===== src/rtl/uart_rx_par_deser_pkg.sv =====
// Shared UART receive definitions: frame states, parity encodings and the
// expected-parity helper used by both the TX generator and the RX checker.
package uart_rx_par_deser_pkg;

  localparam int DATA_WIDTH_DEF = 8;

  localparam logic PAR_EVEN = 1'b0;
  localparam logic PAR_ODD  = 1'b1;

  typedef enum logic [1:0] {
    ST_IDLE   = 2'd0,
    ST_DATA   = 2'd1,
    ST_PARITY = 2'd2,
    ST_STOP   = 2'd3
  } rx_state_t;

  // Takes the XOR-reduction of the data word so the helper works for any width.
  function automatic logic exp_parity(input logic data_xor, input logic par_typ);
    return data_xor ^ (par_typ == PAR_ODD);
  endfunction

endpackage


===== src/rtl/uart_rx_par_chk.sv =====
// Expected-parity compare for a received word and the sticky parity error flag.
module uart_rx_par_chk
  import uart_rx_par_deser_pkg::*;
#(
  parameter int DATA_WIDTH = DATA_WIDTH_DEF
) (
  input  logic                  clk,
  input  logic                  reset,
  input  logic                  clear,
  input  logic                  chk_en,
  input  logic [DATA_WIDTH-1:0] data,
  input  logic                  par_typ,
  input  logic                  sampled_bit,
  output logic                  par_err
);

  logic expected_bit;
  logic par_err_reg;

  assign expected_bit = exp_parity(^data, par_typ);
  assign par_err      = par_err_reg;

  always_ff @(posedge clk or negedge reset) begin
    if (!reset) begin
      par_err_reg <= 1'b0;
    end else if (clear) begin
      par_err_reg <= 1'b0;
    end else if (chk_en) begin
      par_err_reg <= (sampled_bit != expected_bit);
    end
  end

endmodule


===== src/rtl/uart_rx_par_deser.sv =====
// UART RX deserializer: shifts in LSB-first data bits, checks optional parity
// and the stop bit, and presents the word with a one-cycle valid pulse.
module uart_rx_par_deser
  import uart_rx_par_deser_pkg::*;
#(
  parameter int DATA_WIDTH = DATA_WIDTH_DEF
) (
  input  logic                  clk,
  input  logic                  reset,
  input  logic                  frame_start,
  input  logic                  bit_strb,
  input  logic                  sampled_bit,
  input  logic                  PAR_EN,
  input  logic                  PAR_TYP,
  output logic [DATA_WIDTH-1:0] P_DATA,
  output logic                  Data_Valid,
  output logic                  par_err,
  output logic                  stp_err,
  output logic                  Busy
);

  localparam int CNT_W = $clog2(DATA_WIDTH + 1);
  localparam logic [CNT_W-1:0] LAST_BIT = CNT_W'(DATA_WIDTH - 1);

  rx_state_t             state_reg, state_next;
  logic [CNT_W-1:0]      cnt_reg, cnt_next;
  logic [DATA_WIDTH-1:0] shift_reg, shift_next, shift_in;
  logic [DATA_WIDTH-1:0] p_data_reg;
  logic                  par_en_reg, par_typ_reg;
  logic                  data_valid_reg, stp_err_reg;
  logic                  start_frame, chk_en, stop_take;

  // New bit enters at the MSB so the first received bit ends up in bit 0.
  genvar gi;
  generate
    for (gi = 0; gi < DATA_WIDTH - 1; gi++) begin : g_shift
      assign shift_in[gi] = shift_reg[gi+1];
    end
  endgenerate
  assign shift_in[DATA_WIDTH-1] = sampled_bit;

  always_ff @(posedge clk or negedge reset) begin
    if (!reset) begin
      state_reg <= ST_IDLE;
    end else begin
      state_reg <= state_next;
    end
  end

  always_comb begin
    state_next  = state_reg;
    cnt_next    = cnt_reg;
    shift_next  = shift_reg;
    start_frame = 1'b0;
    chk_en      = 1'b0;
    stop_take   = 1'b0;
    case (state_reg)
      ST_IDLE: begin
        if (frame_start) begin
          start_frame = 1'b1;
          cnt_next    = '0;
          shift_next  = '0;
          state_next  = ST_DATA;
        end
      end
      ST_DATA: begin
        if (bit_strb) begin
          shift_next = shift_in;
          cnt_next   = cnt_reg + CNT_W'(1);
          if (cnt_reg == LAST_BIT) begin
            state_next = par_en_reg ? ST_PARITY : ST_STOP;
          end
        end
      end
      ST_PARITY: begin
        if (bit_strb) begin
          chk_en     = 1'b1;
          state_next = ST_STOP;
        end
      end
      ST_STOP: begin
        if (bit_strb) begin
          stop_take  = 1'b1;
          state_next = ST_IDLE;
        end
      end
      default: state_next = ST_IDLE;
    endcase
  end

  always_ff @(posedge clk or negedge reset) begin
    if (!reset) begin
      cnt_reg        <= '0;
      shift_reg      <= '0;
      p_data_reg     <= '0;
      par_en_reg     <= 1'b0;
      par_typ_reg    <= PAR_EVEN;
      data_valid_reg <= 1'b0;
      stp_err_reg    <= 1'b0;
    end else begin
      cnt_reg        <= cnt_next;
      shift_reg      <= shift_next;
      data_valid_reg <= 1'b0;
      if (start_frame) begin
        par_en_reg  <= PAR_EN;
        par_typ_reg <= PAR_TYP;
        stp_err_reg <= 1'b0;
      end
      if (stop_take) begin
        stp_err_reg <= ~sampled_bit;
        if (!par_err && sampled_bit) begin
          p_data_reg     <= shift_reg;
          data_valid_reg <= 1'b1;
        end
      end
    end
  end

  uart_rx_par_chk #(
    .DATA_WIDTH (DATA_WIDTH)
  ) u_par_chk (
    .clk         (clk),
    .reset       (reset),
    .clear       (start_frame),
    .chk_en      (chk_en),
    .data        (shift_reg),
    .par_typ     (par_typ_reg),
    .sampled_bit (sampled_bit),
    .par_err     (par_err)
  );

  assign P_DATA     = p_data_reg;
  assign Data_Valid = data_valid_reg;
  assign stp_err    = stp_err_reg;
  assign Busy       = (state_reg != ST_IDLE);

endmodule


===== config.mk =====
export PLATFORM = sky130hd
export DESIGN_NAME = uart_rx_par_deser
export DESIGN_NICKNAME = d
export VERILOG_FILES = /design/src/rtl/uart_rx_par_deser_pkg.sv /design/src/rtl/uart_rx_par_chk.sv /design/src/rtl/uart_rx_par_deser.sv
export SDC_FILE = /design/constraint.sdc
export NUM_CORES = 1
export LEC_CHECK = 0
export BUFFER_PORTS_ARGS = -buffer_cell sky130_fd_sc_hd__buf_2
export CAP_MARGIN = 20
export CORE_ASPECT_RATIO = 1.75
export CORE_MARGIN = 2
export CORE_UTILIZATION = 23
export CTS_BUF_LIST = sky130_fd_sc_hd__clkbuf_8
export DETAILED_ROUTE_END_ITERATION = 6
export PLACE_DENSITY = 0.46
export SLEW_MARGIN = 20
export SYNTH_ARGS = -nofsm -noshare
export SYNTH_HDL_FRONTEND = slang
export SYNTH_SLANG_ARGS = --single-unit

===== constraint.sdc =====
create_clock -name clk -period 2.05 [get_ports clk]
set_clock_uncertainty 0.1 [all_clocks]
set_input_delay 0.205 -clock clk [delete_from_list [all_inputs] [get_ports clk]]
set_output_delay 0.205 -clock clk [all_outputs]
set_load 0.05 [all_outputs]

==> impl_metrics.ini <==
[sta]
relSlewSlack_pct = 59.88
period_needed_ns = 1.917
timing.final.crit_share_pct = 93.52
rsz0062_at_grt = true
worst_slew_pin_slew_ns = 0.6018
slew_violations = 0
setup_viol_count_final = 0
final_hold_viol_count = 0
worst_hold_slack_ns = 0.05438
fmax_mhz = 521.6

[clocking]
cts_sinks = 27
clock_latency_ns = 0.27
cts_tree = yes
numCtsBuffers = 3
cts_root_buf = clkbuf_8
cts_buffer_depth = 2
postCtsSetupRepairBufs = 0
clkSlewWorstSetupHoldPaths_ns = 0.09
htree_levels = 1

[synth]
synth-simple-area-share_pct = 14.82
ys_ff_latch = 27
synth-compound-area-share_pct = 10.79
synth_nets = 126
synth_xor_area_share_pct = 8.165
synth_area_mm2 = 0.001241
async_reset_ff_share_pct = 100.0
yosysUniqueCellTypes = 28
synth_enable_flop_cells = 0
yosysTopAreaCell = dfrtp_1
synth_top_family_by_area = simple AND/OR/NAND/NOR gates
synthDominantCellAreaShare_pct = 54.44
post_synth_fa_ha_maj_area_fraction_pct = 6.048
muxShareOfSynthArea_pct = 3.528
ys_seq_area_share_pct = 54.44
netlist_instances = 113
yosysWarnings = 0
ys.flop_type = dfrtp_1
avgSynthCellArea_um2 = 10.98
ys_top_cells_by_area = dfrtp_1 54%, nand2_1 8.5%, a22o_1 6.4%

[drt]
routed_wl_um = 2399
vias = 849
drtAntennaViolNets = 0
drc = 0
wl_per_cell_um = 12.56
vias_per_cell = 4.445
drt_pre_antenna_iters = 4
dr.first_iter.drc_count = 31

[placement]
gp_congestion = 0.6959
io_buffers = 18
hpwlAfterDp_um = 1857

[pwr]
power_frac_comb_pct = 50.7
p_sw_mw = 1.084
power_mw = 2.461
p_per_area_mw_per_mm2 = 1662
p_sw_share_pct = 44.07
power_frac_seq_pct = 36.6
p_leak_nw = 0.7532
clkPwrFrac_pct = 12.7
ir_drop_v = 0.0004125
power.internal_mw = 1.376

[grt]
antenna_found_initial = 0
first_global_vias = 893
grt_max_degree = 28
grt_pass1_wl_um = 4312
gr-total-overflow = 0
grt_usage_pct = 9.333

[floorplan]
die_y_um = 101.2
core_mm2 = 0.005255
start_util_pct = 23.62
ios = 19
num_rows = 35
design.die.area_mm2 = 0.006023
dieWidth_um = 59.53

[critical_path]
crit_path_end = state_reg[0]$_DFFE_PN0P_
reg2reg_to = state_reg[0]$_DFFE_PN0P_
crit_fanout = 6
worstPathArrival_ns = 2.02
startpoint_type = register
reg2reg_from = state_reg[1]$_DFFE_PN0P_
rrSetupSlack_ns = 0.13
end_kind = register
critPathKind = register to register
reg2reg_depth = 6
required_ns = 2.15
startpoint = state_reg[1]$_DFFE_PN0P_

[layout]
drive_above_1_share_pct = 22.06
fin_util_pct = 28.17
fin_nets = 150
nFillCells = 565
diodes = 0
seq_area_um2 = 675.6
multi_input_area_um2 = 556.8
area_delta_synth_final_pct = 19.25

[min_path]
hold_start = PAR_EN
hold_class = input port to register

[run_status]
outcome = finished clean

[run]
maxCapViolCount = 0
area by class of cell:
| cell class | count | share of cell area, % |
|---|---|---|
| clock inverter | 1 | 0.5072 |
| timing repair buffer | 20 | 7.270 |
| inverter | 6 | 1.522 |
| sequential | 27 | 45.65 |
| multi-input combinational | 79 | 37.62 |
| clock buffer | 3 | 2.790 |
| tap | 55 | 4.649 |
per-stage QoR:
step	setup TNS [ns]	area (um2)	setup WS (ns)	instances
final	0	1480	0.1329	191
after CTS	0	1461	0.1233	191
after global routing	-0.01837	1480	-0.01837	191
after floorplan	0	1241	0.2953	113
after global placement	0	1403	0.2270	186
after detailed placement	0	1403	0.1543	186
synth_stat cells (2+ instances only):
cell type / instances
inv_1: 5
mux2_2: 3
ha_1: 6
dfrtp_1: 27
nor2_1: 4
xnor2_1: 8
nand3_1: 2
a22o_1: 9
nand2_1: 28
o21ai_0: 3
metal layers:
layer / wire, um / up-vias / GRT usage (%)
met3: 68 / 7 / 1.277
met2: 1319 / 21 / 16.91
met4: 43 / 0 / 3.590
met5: 0 / - / 0
li1: - / 426 / -
met1: 968 / 395 / 10.74
critical path, cell delays in order (launching register included):
cell	delay (ns)
dfrtp_1	0.41
inv_1	0.11
ha_1	0.29
or3_1	0.42
a221oi_4	0.28
o21ai_1	0.11
a22oi_1	0.14
cell usage in the layout, fill, tap and decap left out, drive strengths merged, types with 3 or more instances in the layout:
| master | instances |
|---|---|
| nand2 | 28 |
| dfrtp | 27 |
| buf | 19 |
| a22o | 9 |
| xnor2 | 8 |
| ha | 6 |
| inv | 5 |
| o21ai | 4 |
| nor2 | 4 |
| mux2 | 3 |
| clkbuf | 3 |
power by group through the flow:
stage / logic [mW] / clock network (mW) / registers (mW)
after floorplan: 0.720 / 0 / 1.15
after global placement: 1.21 / 0 / 0.904
after detailed placement: 1.22 / 0 / 0.915
after CTS: 1.23 / 0.324 / 0.904
after global routing: 1.39 / 0.348 / 0.937
final: 1.25 / 0.313 / 0.900
cell families (layout without fill, tap and decap cells):
group	after synthesis	after routing
and+or+nand+nor	42	42
buffers and inverters	7	30
muxes	4	4
xor gates and xnor gates	10	10
adders and majority gates	6	6
DFF	27	27
AOI/OAI and AO/OA	17	17
how the worst min path moves through the flow:
| stage | to | slack (ns) | cells past startpoint |
|---|---|---|---|
| after global routing | par_typ_reg$_DFFE_PN0P_ | 0.05 | 2 |
| after floorplan | Data_Valid$_DFF_PN0_ | -0.19 | 0 |
| after detailed placement | P_DATA[6]$_DFFE_PN0P_ | 0.15 | 1 |
| final | par_en_reg$_DFFE_PN0P_ | 0.05 | 2 |
| after global placement | P_DATA[6]$_DFFE_PN0P_ | 0.14 | 1 |
| after CTS | par_en_reg$_DFFE_PN0P_ | 0.05 | 2 |
repair_timing:
action,4_1_cts,5_1_grt
endpoints found under the setup margin,0,8
endpoints found under the hold margin,27,0
gates resized for setup,0,4
hold buffers,1,0
(Power assumes the default switching activity.)
